## config.mk

```make
export PLATFORM = sky130hd
export DESIGN_NAME = instr_fetch_unit
export DESIGN_NICKNAME = d
export VERILOG_FILES = /design/src/rtl/instr_fetch_unit.sv
export SDC_FILE = /design/constraint.sdc
export NUM_CORES = 1
export LEC_CHECK = 0
export BUFFER_PORTS_ARGS = -buffer_cell sky130_fd_sc_hd__buf_2
export CORE_MARGIN = 2
export CORE_UTILIZATION = 30
export CTS_CLUSTER_SIZE = 12
export DETAILED_ROUTE_END_ITERATION = 8
export GPL_ROUTABILITY_DRIVEN = 0
export PLACE_DENSITY = 0.61
export SYNTH_ARGS = -nofsm -noshare
export SYNTH_HDL_FRONTEND = slang
export SYNTH_SLANG_ARGS = --single-unit
```

## constraint.sdc

```tcl
create_clock -name clk -period 3.4 [get_ports clk]
set_input_delay 0.68 -clock clk [delete_from_list [all_inputs] [get_ports clk]]
set_output_delay 0.68 -clock clk [all_outputs]
set_load 0.01 [all_outputs]
```

## src/rtl/instr_fetch_unit.sv

```systemverilog
`default_nettype none
// ============================================================================
// Module   : instr_fetch_unit
// Purpose  : PC / fetch sequencer for the single-issue core: drives the ROM
//            address, qualifies execution, and handles branch, jump, halt,
//            user-input wait and soft reset. Optional macro: IN_SYNC_EN adds
//            a 2-flop synchronizer on in_ack.
// Revision : 1.0 - initial release
// ============================================================================
module instr_fetch_unit #(
    parameter int                    ADDR_WIDTH = 10,
    parameter logic [ADDR_WIDTH-1:0] RESET_ADDR = '0,
    parameter int                    CNT_WIDTH  = 16
) (
    input  logic                  clk,
    input  logic                  reset,
    output logic [ADDR_WIDTH-1:0] imem_addr,
    input  logic [31:0]           imem_rdata,
    output logic [31:0]           instr,
    output logic [ADDR_WIDTH-1:0] pc_plus1,
    input  logic                  cu_Jump,
    input  logic                  cu_Branch,
    input  logic                  cu_hlt,
    input  logic                  cu_reset,
    input  logic                  cu_inSignal,
    input  logic                  alu_zero,
    input  logic                  in_ack,
    output logic                  exec_en,
    output logic                  waiting_in,
    output logic                  halted,
    output logic                  soft_rst,
    output logic [CNT_WIDTH-1:0]  instr_count
);

    localparam logic [5:0] c_OP_BEQ = 6'b001001;
    localparam logic [5:0] c_OP_BNE = 6'b001010;

    typedef enum logic [1:0] {
        S_FETCH   = 2'd0,
        S_EXEC    = 2'd1,
        S_WAIT_IN = 2'd2,
        S_HALT    = 2'd3
    } state_t;

    state_t                r_state;
    state_t                w_state_nxt;
    logic [ADDR_WIDTH-1:0] r_pc;
    logic [ADDR_WIDTH-1:0] w_pc_nxt;
    logic [ADDR_WIDTH-1:0] w_pc_plus1;
    logic [ADDR_WIDTH-1:0] w_off;
    logic [ADDR_WIDTH-1:0] w_br_tgt;
    logic [CNT_WIDTH-1:0]  r_count;
    logic                  r_soft_rst;
    logic                  w_soft_nxt;
    logic                  w_cnt_clr;
    logic                  w_exec;
    logic                  w_taken;
    logic [5:0]            w_opcode;
    logic                  w_ack_lvl;
    logic                  r_ack_q;
    logic                  r_ack_qq;
    logic                  w_ack_rise;

`ifdef IN_SYNC_EN
    logic [1:0] r_sync;

    always_ff @(posedge clk) begin
        if (reset) begin
            r_sync <= 2'b00;
        end else begin
            r_sync <= {r_sync[0], in_ack};
        end
    end

    assign w_ack_lvl = r_sync[1];
`else
    assign w_ack_lvl = in_ack;
`endif

    // Edge detector runs every cycle so stale edges never reach WAIT_IN.
    always_ff @(posedge clk) begin
        if (reset) begin
            r_ack_q  <= 1'b0;
            r_ack_qq <= 1'b0;
        end else begin
            r_ack_q  <= w_ack_lvl;
            r_ack_qq <= r_ack_q;
        end
    end

    assign w_ack_rise = r_ack_q & ~r_ack_qq;

    assign w_opcode   = imem_rdata[31:26];
    assign w_pc_plus1 = r_pc + ADDR_WIDTH'(1);

    if (ADDR_WIDTH <= 16) begin : g_off_trunc
        assign w_off = imem_rdata[ADDR_WIDTH-1:0];
    end else begin : g_off_sext
        assign w_off = {{(ADDR_WIDTH-16){imem_rdata[15]}}, imem_rdata[15:0]};
    end

    assign w_br_tgt = w_pc_plus1 + w_off;
    assign w_taken  = (w_opcode == c_OP_BEQ) ? alu_zero :
                      (w_opcode == c_OP_BNE) ? ~alu_zero : 1'b0;

    always_ff @(posedge clk) begin
        if (reset) begin
            r_state    <= S_FETCH;
            r_pc       <= RESET_ADDR;
            r_count    <= '0;
            r_soft_rst <= 1'b0;
        end else begin
            r_state    <= w_state_nxt;
            r_pc       <= w_pc_nxt;
            r_soft_rst <= w_soft_nxt;
            if (w_cnt_clr) begin
                r_count <= '0;
            end else if (w_exec) begin
                r_count <= r_count + CNT_WIDTH'(1);
            end
        end
    end

    // Flag priority in EXEC is fixed; lower flags are don't-care when masked.
    always_comb begin
        w_state_nxt = r_state;
        w_pc_nxt    = r_pc;
        w_exec      = 1'b0;
        w_soft_nxt  = 1'b0;
        w_cnt_clr   = 1'b0;
        case (r_state)
            S_FETCH: begin
                w_state_nxt = S_EXEC;
            end
            S_EXEC: begin
                if (cu_reset) begin
                    w_pc_nxt    = RESET_ADDR;
                    w_cnt_clr   = 1'b1;
                    w_soft_nxt  = 1'b1;
                    w_state_nxt = S_FETCH;
                end else if (cu_hlt) begin
                    w_state_nxt = S_HALT;
                end else if (cu_Jump) begin
                    w_pc_nxt    = imem_rdata[ADDR_WIDTH-1:0];
                    w_exec      = 1'b1;
                    w_state_nxt = S_FETCH;
                end else if (cu_Branch) begin
                    w_pc_nxt    = w_taken ? w_br_tgt : w_pc_plus1;
                    w_exec      = 1'b1;
                    w_state_nxt = S_FETCH;
                end else if (cu_inSignal) begin
                    w_state_nxt = S_WAIT_IN;
                end else begin
                    w_pc_nxt    = w_pc_plus1;
                    w_exec      = 1'b1;
                    w_state_nxt = S_FETCH;
                end
            end
            S_WAIT_IN: begin
                if (w_ack_rise) begin
                    w_pc_nxt    = w_pc_plus1;
                    w_exec      = 1'b1;
                    w_state_nxt = S_FETCH;
                end
            end
            S_HALT: begin
                w_state_nxt = S_HALT;
            end
            default: begin
                w_state_nxt = S_FETCH;
            end
        endcase
    end

    assign imem_addr   = r_pc;
    assign instr       = imem_rdata;
    assign pc_plus1    = w_pc_plus1;
    assign exec_en     = w_exec;
    assign waiting_in  = (r_state == S_WAIT_IN);
    assign halted      = (r_state == S_HALT);
    assign soft_rst    = r_soft_rst;
    assign instr_count = r_count;

endmodule
`default_nettype wire

```

==> metrics, run 1 <==
pin count of the biggest net entering global routing 24; TritonCTS clock tree done; startpoint types flop; area of the core 8090 sq um; Crit Path Class reg2reg; antenna violations before repair 0; Pwr Total 1.00 mW; Post-synth ARST share 0%; fin cells 467; crit-path most repeated cell ha_1; r2r endpoint imem_addr[9]; setup slack, reg-to-reg 0.22 ns; Clock Skew 0.00755 ns; Leak 1.30 nW; maxcap violations 0; DR vias/cell 5.06; Fillers around 900; CP required 3.58 ns; port bufs 80; RSZ-0062 raised after global routing false; Root Driver clkbuf_8; residual DRC count 0; Tmin final 3.18 ns; vias in the first global route 2170; final WL 6740 um; PwrDens about 350 nW/um^2; most common cell after layout, fill and taps aside buf_2; Max FO, Critical Path 6; top-area cell type share of the netlist area 25.2%; gr usage total between 10% and 20%; # clock sinks 31; Die ar. 8940 sq um; grt total ovfl 0; Synth cell types 56; Ports 113; Final Hold Viols 0; Clock Latency Late Sink 0.28 ns; Hold EP instr_count[1]; Initial DRT Pass Iterations 4; synth top area cells dfxtp_1 25%, buf_4 9.8%, ha_1 8.1%; VDD IR max 0.122 mV; Tightest Pin Transition 0.736 ns; Post-CTS Hold Buffers 0; # setup viols final 0; crit path cell chain ha_1, nand3_1, nor2_1, xor2_2, ha_1, and2_1, a221o_1, a41oi_2, nand3b_1, a31oi_1, o32ai_1; fin area about 2900 sq um; clock buffer depth 2; Post-synth EDFFs 0; reg2reg start imem_addr[0]; Die X between 90 and 100 um; Vias 2364; final hold slack 0.501 ns; Clock transition at path regs 0.07 ns; first-pass GRT wire length 10800 um; post-synth top area cell dfxtp_1; DP HPWL 5060 um; register area share after synthesis 25.2%; initial core utilization between 30% and 40%; FMAX 0.314 GHz; Final ANT Viol Nets 0; commonest cells after routing, fill and taps aside 80 x buf_2, 33 x nor2_1, 31 x dfxtp_1; Inst Count DP 459; total CTS buffers 5; synthesized area per cell 7.91 sq um; status complete, no violations; final-report max-slew violation count 0; mapped cell area 2460 sq um; Worst Setup End Kind flop; share of post-route cells with drive strength above 1 28.2%; ANT cells 0; Die Y ~95 um; Hold WC Path Type reg2reg; CTS H-Tree Depth 2; Layout area overhead 17.1%; Hold Startpoint instr_count[1]; Worst path slowest cell dfxtp_1; slowest stage delay, CP 0.43 ns; Final nets 419; ys flop type dfxtp_1; crit share post-route between 90 and 100%; slew margin rel. 50.6%; syn_nets 369; setup_tns 0 ns; cell count after synthesis 311; R2R depth 11; arrival time at the worst endpoint about 3.4 ns; DP Area around 2800 sq um; Yosys warning total 0; wire length per cell 14.4 um; row cnt 33; flops & latches, synth 31; Iter 0 DRT Violations 104; hold path depth 2
repair_timing:
action	4_1_cts	5_1_grt
gates resized for setup	0	2
endpoints found under the setup margin	0	1
buffers inserted	0	0
worst max-delay path by stage:
stage	start	end	slack, ns
floorplan	imem_addr[2]	imem_addr[9]	0.22
global placement	imem_addr[2]	imem_addr[9]	0.36
detailed placement	imem_addr[0]	imem_addr[9]	0.20
CTS	imem_addr[0]	imem_addr[9]	0.15
global route	imem_addr[0]	imem_addr[9]	0.02
finish	imem_addr[0]	imem_addr[9]	0.22
registers in the layout, summed over array words and instances (netlist names):
name	count
soft_rst	1
r_state	2
r_ack_qq	1
r_ack_q	1
imem_addr	10
instr_count	16
Yosys cell counts (2+ instances only):
cell	count
mux2i_1	3
nand2_1	22
nand4_1	6
a211oi_1	3
a21oi_1	22
nor3_2	2
nand3_1	12
buf_4	32
ha_1	16
a41oi_1	2
o21ai_0	18
a31oi_1	5
inv_1	10
a2bb2oi_1	2
dfxtp_1	31
o32ai_1	2
nor2_1	33
nand2b_1	6
o41ai_1	2
nor3_1	5
a21o_1	5
a32oi_1	2
or3_1	4
a221oi_1	2
xnor2_1	11
xor2_1	16
clkbuf_1	8
per-stage QoR:
stage / util, % / setup WS, ns
after global routing: 35.6 / 0.0171
after detailed placement: 34.0 / 0.198
final: 35.6 / 0.218
after global placement: 34.0 / 0.358
after CTS: 35.4 / 0.151
after floorplan: - / 0.217
logic make-up after synthesis:
| logic type | after synthesis | share of synthesized area (%) |
|---|---|---|
| simple gates | 102 | 20.5 |
| xor+xnor | 27 | 9.61 |
| flops | 31 | 25.2 |
| compound gates | 78 | 21.5 |
| mux | 3 | 1.22 |
| fa+ha+maj | 17 | 8.95 |
| buf+inv | 53 | 13.1 |
per-layer routing:
| metal | global-route usage [%] | share of wire [%] |
|---|---|---|
| met4 | 3.26 | 1.1 |
| met1 | 19.8 | 45 |
| met3 | 2.71 | 5.0 |
| met2 | 25.2 | 48 |
| met5 | 0 | 0 |
critical path: cells and delay by family (launching register included):
family | cells | cell delay [ns]
xor+xnor | 1 | 0.25
flops | 1 | 0.43
simple gates | 4 | 0.79
fa+ha+maj | 2 | 0.60
compound gates | 4 | 1.02
layout make-up:
cell class                      count  area, sq um  share of cell area [%]
Inverter                           11         41.3                    1.43
Clock buffer                        6         82.6                    2.86
Tap cell                          105          131                    4.56
Clock inverter                      2         35.0                    1.22
Timing Repair Buffer               85          438                    15.2
Multi-Input combinational cell    227         1530                    53.2
Sequential cell                    31          621                    21.5
where the power goes:
| part | switching, mW | internal, mW |
|---|---|---|
| clock network | 0.141 | 0.237 |
| logic | 0.137 | 0.0962 |
| registers | 0.0146 | 0.375 |
Power figures use the tool's default switching activity.
==> run 2, diff against run 1 <==
--- a/config.mk
+++ b/config.mk
@@ -6,6 +6,7 @@
 export NUM_CORES = 1
 export LEC_CHECK = 0
 export BUFFER_PORTS_ARGS = -buffer_cell sky130_fd_sc_hd__buf_2
+export CORE_ASPECT_RATIO = 1.1
 export CORE_MARGIN = 2
 export CORE_UTILIZATION = 30
 export CTS_CLUSTER_SIZE = 12
==> run 2 against run 1 <==
Compared with the run above:
- routed wire length fell by 2.6%
- total power fell by 0.58%
- final cell count rose by 0.64%
- combinational power barely moved
- first-iteration DRC count rose by 51%
- worst hold slack got worse by 0.022 ns
- final area fell by 0.30%
- critical path type unchanged
==> metrics, run 2 (synthesis results as in run 1) <==
Worst path slowest cell dfxtp_1; most common cell after layout, fill and taps aside buf_2; vias in the first global route 2214 (+2.0%); antenna violations before repair 0 (unchanged); Fillers 836 (-5.9%); Ports 113 (unchanged); slowest stage delay, CP 0.44 ns (about the same); Crit Path Class reg2reg; Multi-input gate area 1530 sq um (-0.49%); pin count of the biggest net entering global routing 24 (unchanged); Tightest Pin Transition 0.719 ns (-0.0164 ns); Die X 90.4 um (-4.5%); startpoint types flop; Max FO, Critical Path 6 (unchanged); residual DRC count 0 (unchanged); arrival time at the worst endpoint 3.35 ns (-0.02 ns); Final Hold Viols 0 (unchanged); Final ANT Viol Nets 0 (unchanged); Clock Skew 0.00476 ns (-0.00279 ns); crit-path most repeated cell ha_1; area of the core 7960 sq um (-1.7%); ANT cells 0 (unchanged); CTS H-Tree Depth 2 (unchanged); initial core utilization 30.9% (+0.53 points); Layout area overhead 16.8%; Iter 0 DRT Violations 157 (+51%); DR vias/cell 5.05 (-0.18%); Final nets 419 (unchanged); Root Driver clkbuf_8; Initial DRT Pass Iterations 4 (unchanged); Clock transition at path regs 0.07 ns (about the same); max reg flops 16 (unchanged); Die Y 99.0 um (+4.7%); wire length per cell 14.0 um (-3.2%); M1 WL 2960 um (-3.2%); metal2 WL 3140 um (-3.8%); Place WS 0.212 ns (+0.0136 ns); final-report max-slew violation count 0 (unchanged); WL met3 440 um (+30%); final hold slack 0.479 ns (-0.0223 ns); maxcap violations 0 (unchanged); Hold Startpoint r_ack_q; DP HPWL 4970 um (-1.7%); Setup Fix Bufs, Post-CTS 0 (unchanged); R2R depth 11 (unchanged); PwrDens 346 nW/um^2 (-0.28%); FMAX 0.316 GHz (+0.59%); # setup viols final 0 (unchanged); Final WS setup 0.237 ns (+0.0186 ns); highest routed layer met4; Worst Setup End Kind flop; Hold WC Path Type reg2reg; gr usage total 14.4% (-0.49 points); CP required 3.59 ns (about the same); Die ar. 8950 sq um (about the same); first-pass GRT wire length 10600 um (-1.6%); slew margin rel. 51.9% (+1.2 points); storage element area 621 sq um (unchanged); RSZ-0062 raised after global routing false; final WL 6570 um (-2.6%); reg2reg start imem_addr[0]; setup_tns 0 ns (unchanged); setup slack, reg-to-reg 0.24 ns (+0.02 ns); Vias 2375 (+0.47%); # clock sinks 31 (unchanged); status complete, no violations; TritonCTS clock tree done; Worst setup endpoint imem_addr[9]; Leak 1.30 nW (-0.24%); total CTS buffers 5 (unchanged); r2r endpoint imem_addr[9]; grt total ovfl 0 (unchanged); Critical Path Source imem_addr[0]; Clock Latency Late Sink 0.28 ns (about the same); commonest cells after routing, fill and taps aside 80 x buf_2, 33 x nor2_1, 31 x dfxtp_1; clock buffer depth 2 (unchanged); share of post-route cells with drive strength above 1 27.9% (-0.28 points); crit path cell chain ha_1, nand3_1, nor2_1, xor2_1, ha_1, and2_1, a221o_1, a41oi_2, nand3b_1, a31oi_1, o32ai_1; crit share post-route 93.0% (-0.55 points); port bufs 80 (unchanged); row cnt 34 (+3.0%); VDD IR max 0.208 mV (+70%); Tmin final 3.16 ns (-0.0186 ns)
## run 2: changes by cell type in the layout (fill, tap and decap cells not counted)
cell / previous run / this run
clkbuf_8: 6 / 5
clkinv_4: 0 / 1
xor2_1: 15 / 16
xor2_2: 1 / 0
## run 2: timing repair
item,in CTS,in global routing
gates resized for setup,0,1
hold endpoints to repair,0,0
hold buffers,0,0
setup endpoints to repair,0,1
## run 2: worst min path at each step
stage | cells past startpoint | slack (ns) | to
6_report | 2 | 0.48 | r_ack_qq
5_1_grt | 2 | 0.50 | r_ack_qq
4_1_cts | 2 | 0.49 | r_ack_qq
3_5_place_dp | 2 | 0.47 | r_ack_qq
3_3_place_gp | 2 | 0.46 | r_ack_qq
2_1_floorplan | 2 | 0.45 | r_ack_qq
## run 2: where the power goes
group | internal, mW | switching (mW)
logic | 0.0967 | 0.137
registers | 0.375 | 0.0146
clock network | 0.218 | 0.154
## run 2: final cells by class
cell class	count	share of cell area, %
clock buffer	5	2.39
sequential	31	21.6
inverter	11	1.44
clock inverter	3	1.52
tap	108	4.70
multi-input combinational	227	53.1
timing repair buffer	85	15.2
## run 2: through the flow
stage	std cells	utilization, %	power, mW	cell area, sq um
after CTS	470	36.0	1.00	2870
after global placement	462	34.6	0.622	2750
final	470	36.1	0.994	2870
after floorplan	311	-	0.574	2460
after global routing	470	36.1	1.05	2870
after detailed placement	462	34.6	0.628	2750
## run 2: worst max-delay path: cells and delay by family, from the launching register on
kind                     cells  cell delay (ns)
AO/OA/AOI/OAI                4             1.01
AND/OR/NAND/NOR              4             0.71
adder cells (fa/ha/maj)      2             0.62
flip-flops                   1             0.44
XOR/XNOR                     1             0.28
## run 2: routing by layer
| layer | track usage [%] | vias to the layer above |
|---|---|---|
| met1 | 18.9 | 1090 |
| met3 | 2.75 | 6 |
| li1 | - | 1183 |
| met2 | 24.8 | 96 |
| met4 | 2.96 | 0 |
| met5 | 0 | - |
==> run 3, diff against run 2 <==
--- a/config.mk
+++ b/config.mk
@@ -6,7 +6,7 @@
 export NUM_CORES = 1
 export LEC_CHECK = 0
 export BUFFER_PORTS_ARGS = -buffer_cell sky130_fd_sc_hd__buf_2
-export CORE_ASPECT_RATIO = 1.1
+export CORE_ASPECT_RATIO = 1.2
 export CORE_MARGIN = 2
 export CORE_UTILIZATION = 30
 export CTS_CLUSTER_SIZE = 12
==> run 3 against run 2 <==
Compared with the run above:
- sequential cell count stayed put
- clock skew is 0.0040 ns higher
- global-route usage is 0.16 points higher
- final cell count is 2.8% lower
- final area is 0.57% lower
- worst hold slack better by 0.0063 ns
- critical endpoint unchanged
- largest power group unchanged
==> metrics, run 3 (synthesis results as in run 1) <==
Cell Int Power 689 uW (about the same); final-report max-slew violation count 0 (unchanged); area of the core 8060 sq um (+1.4%); Post-CTS Hold Buffers 0 (unchanged); delay-heaviest family, CP simple AND/OR/NAND/NOR gates; final WL 6560 um (about the same); setup slack, reg-to-reg 0.25 ns (about the same); DP Area 2740 sq um (-0.59%); CP required 3.59 ns (about the same); Final nets 419 (unchanged); clock buffer depth 2 (unchanged); Ports 113 (unchanged); # setup viols final 0 (unchanged); first-pass GRT wire length 10200 um (-4.0%); crit share post-route 92.7% (-0.36 points); Vias 2320 (-2.3%); Clock Latency Late Sink 0.29 ns (about the same); WL met3 343 um (-22%); Root Driver clkbuf_8; DP HPWL 5010 um (+0.84%); antenna violations before repair 0 (unchanged); share of post-route cells with drive strength above 1 27.9% (unchanged); Clock Skew 0.00878 ns (+0.00402 ns); slew margin rel. 43.0% (-8.9 points); Setup Fix Bufs, Post-CTS 0 (unchanged); startpoint types flop; highest routed layer met4; # clock sinks 31 (unchanged); status complete, no violations; TritonCTS clock tree done; Tmin final 3.15 ns (-0.0121 ns); fin cells 457 (-2.8%); Iter 0 DRT Violations 103 (-34%); Comb pwr share 23.4% (about the same); residual DRC count 0 (unchanged); Worst path slowest cell dfxtp_1; Final ANT Viol Nets 0 (unchanged); Max FO, Critical Path 7 (+1); wire length per cell 14.4 um (+2.8%); Tightest Pin Transition 0.852 ns (+0.133 ns); Final Hold Viols 0 (unchanged); VDD IR max 0.182 mV (-12%); DR vias/cell 5.08 (+0.46%); PwrDens 348 nW/um^2 (+0.63%); setup_tns 0 ns (unchanged); RSZ-0062 raised after global routing false; Die ar. 8950 sq um (about the same); Leak 1.30 nW (about the same); Inst Count DP 449 (-2.8%); row cnt 36 (+5.9%); Die Y 103 um (+4.3%); Layout area overhead 16.1%; slowest stage delay, CP 0.44 ns (about the same); pin count of the biggest net entering global routing 23 (-4.2%); NetSw 306 uW (+0.34%); Initial DRT Pass Iterations 4 (unchanged); Hold WC Path Type reg2reg; Clock transition at path regs 0.08 ns (about the same); port bufs 80 (unchanged); Die X 86.7 um (-4.1%); total CTS buffers 5 (unchanged); Worst Path Buf+Inv 0 (unchanged); Worst Setup End Kind flop; CTS H-Tree Depth 2 (unchanged); ANT cells 0 (unchanged); metal2 WL 3280 um (+4.4%); grt total ovfl 0 (unchanged); M1 WL 2890 um (-2.5%); arrival time at the worst endpoint 3.35 ns (about the same); crit path cell chain and3_1, nand3_1, or2_2, xnor2_1, ha_1, and2_1, a221o_1, a41oi_2, nand3b_1, a31oi_1, o32ai_1; initial core utilization 30.5% (-0.41 points); clock share of power 37.6% (+0.2 points); FMAX 0.317 GHz (+0.38%); vias in the first global route 2128 (-3.9%); Fillers 872 (+4.3%); Reg power frac 39.0% (about the same); max reg flops 16 (unchanged); commonest cells after routing, fill and taps aside 80 x buf_2, 33 x nor2_1, 31 x dfxtp_1; fin area 2860 sq um (-0.57%); maxcap violations 0 (unchanged); Crit Path Class reg2reg; most common cell after layout, fill and taps aside buf_2; final hold slack 0.485 ns (+0.00632 ns); gr usage total 14.6% (+0.16 points); Net Sw Frac 30.8% (+0.085 points)
-- run 3: cell counts in the layout (fill, tap and decap cells not counted) --
Identical to the previous run, type by type.
-- run 3: final timing paths --
kind	start	to	cells after the start
worst max-delay path	imem_addr[2]	imem_addr[9]	11
worst min-delay path	r_ack_q	r_ack_qq	2
worst max register to register	imem_addr[2]	imem_addr[9]	11
worst min register to register	r_ack_q	r_ack_qq	2
-- run 3: what timing repair did --
action,4_1_cts,5_1_grt
setup endpoints to repair,0,1
endpoints found under the hold margin,0,0
gates resized for setup,0,1
-- run 3: metal layers --
metal  track usage, %  up-vias
met2             26.3       71
met4             3.97        0
met3             3.57        4
met1             17.2     1063
met5                0        -
li1                 -     1182
-- run 3: tightest hold or removal path, stage by stage, from the launching register on --
cell     delay, ns
dfxtp_1       0.30
inv_1         0.08
nor2_1        0.05
-- run 3: through the flow --
step | util, % | total power [mW] | setup WS [ns]
after floorplan | - | 0.574 | 0.217
after global placement | 34.0 | 0.625 | 0.372
after detailed placement | 34.0 | 0.627 | 0.199
after CTS | 35.4 | 1.00 | 0.159
after global routing | 35.4 | 1.05 | 0.0767
final | 35.4 | 0.995 | 0.249
-- run 3: power groups by stage --
stage          clock network [mW]  logic [mW]  registers [mW]
2_1_floorplan                   0       0.176           0.398
3_3_place_gp                    0       0.229           0.396
3_5_place_dp                    0       0.231           0.396
4_1_cts                     0.382       0.233           0.388
5_1_grt                     0.400       0.258           0.390
6_report                    0.374       0.233           0.388
-- run 3: layout make-up --
| type | instances | area (sq um) | area share [%] |
|---|---|---|---|
| multi-input cells | 227 | 1530 | 53.4 |
| clock buffers | 5 | 68.8 | 2.41 |
| inverters | 11 | 41.3 | 1.44 |
| clock inverters | 3 | 43.8 | 1.53 |
| well taps | 95 | 119 | 4.16 |
| repair buffers | 85 | 438 | 15.3 |
| flip-flops and latches | 31 | 621 | 21.7 |
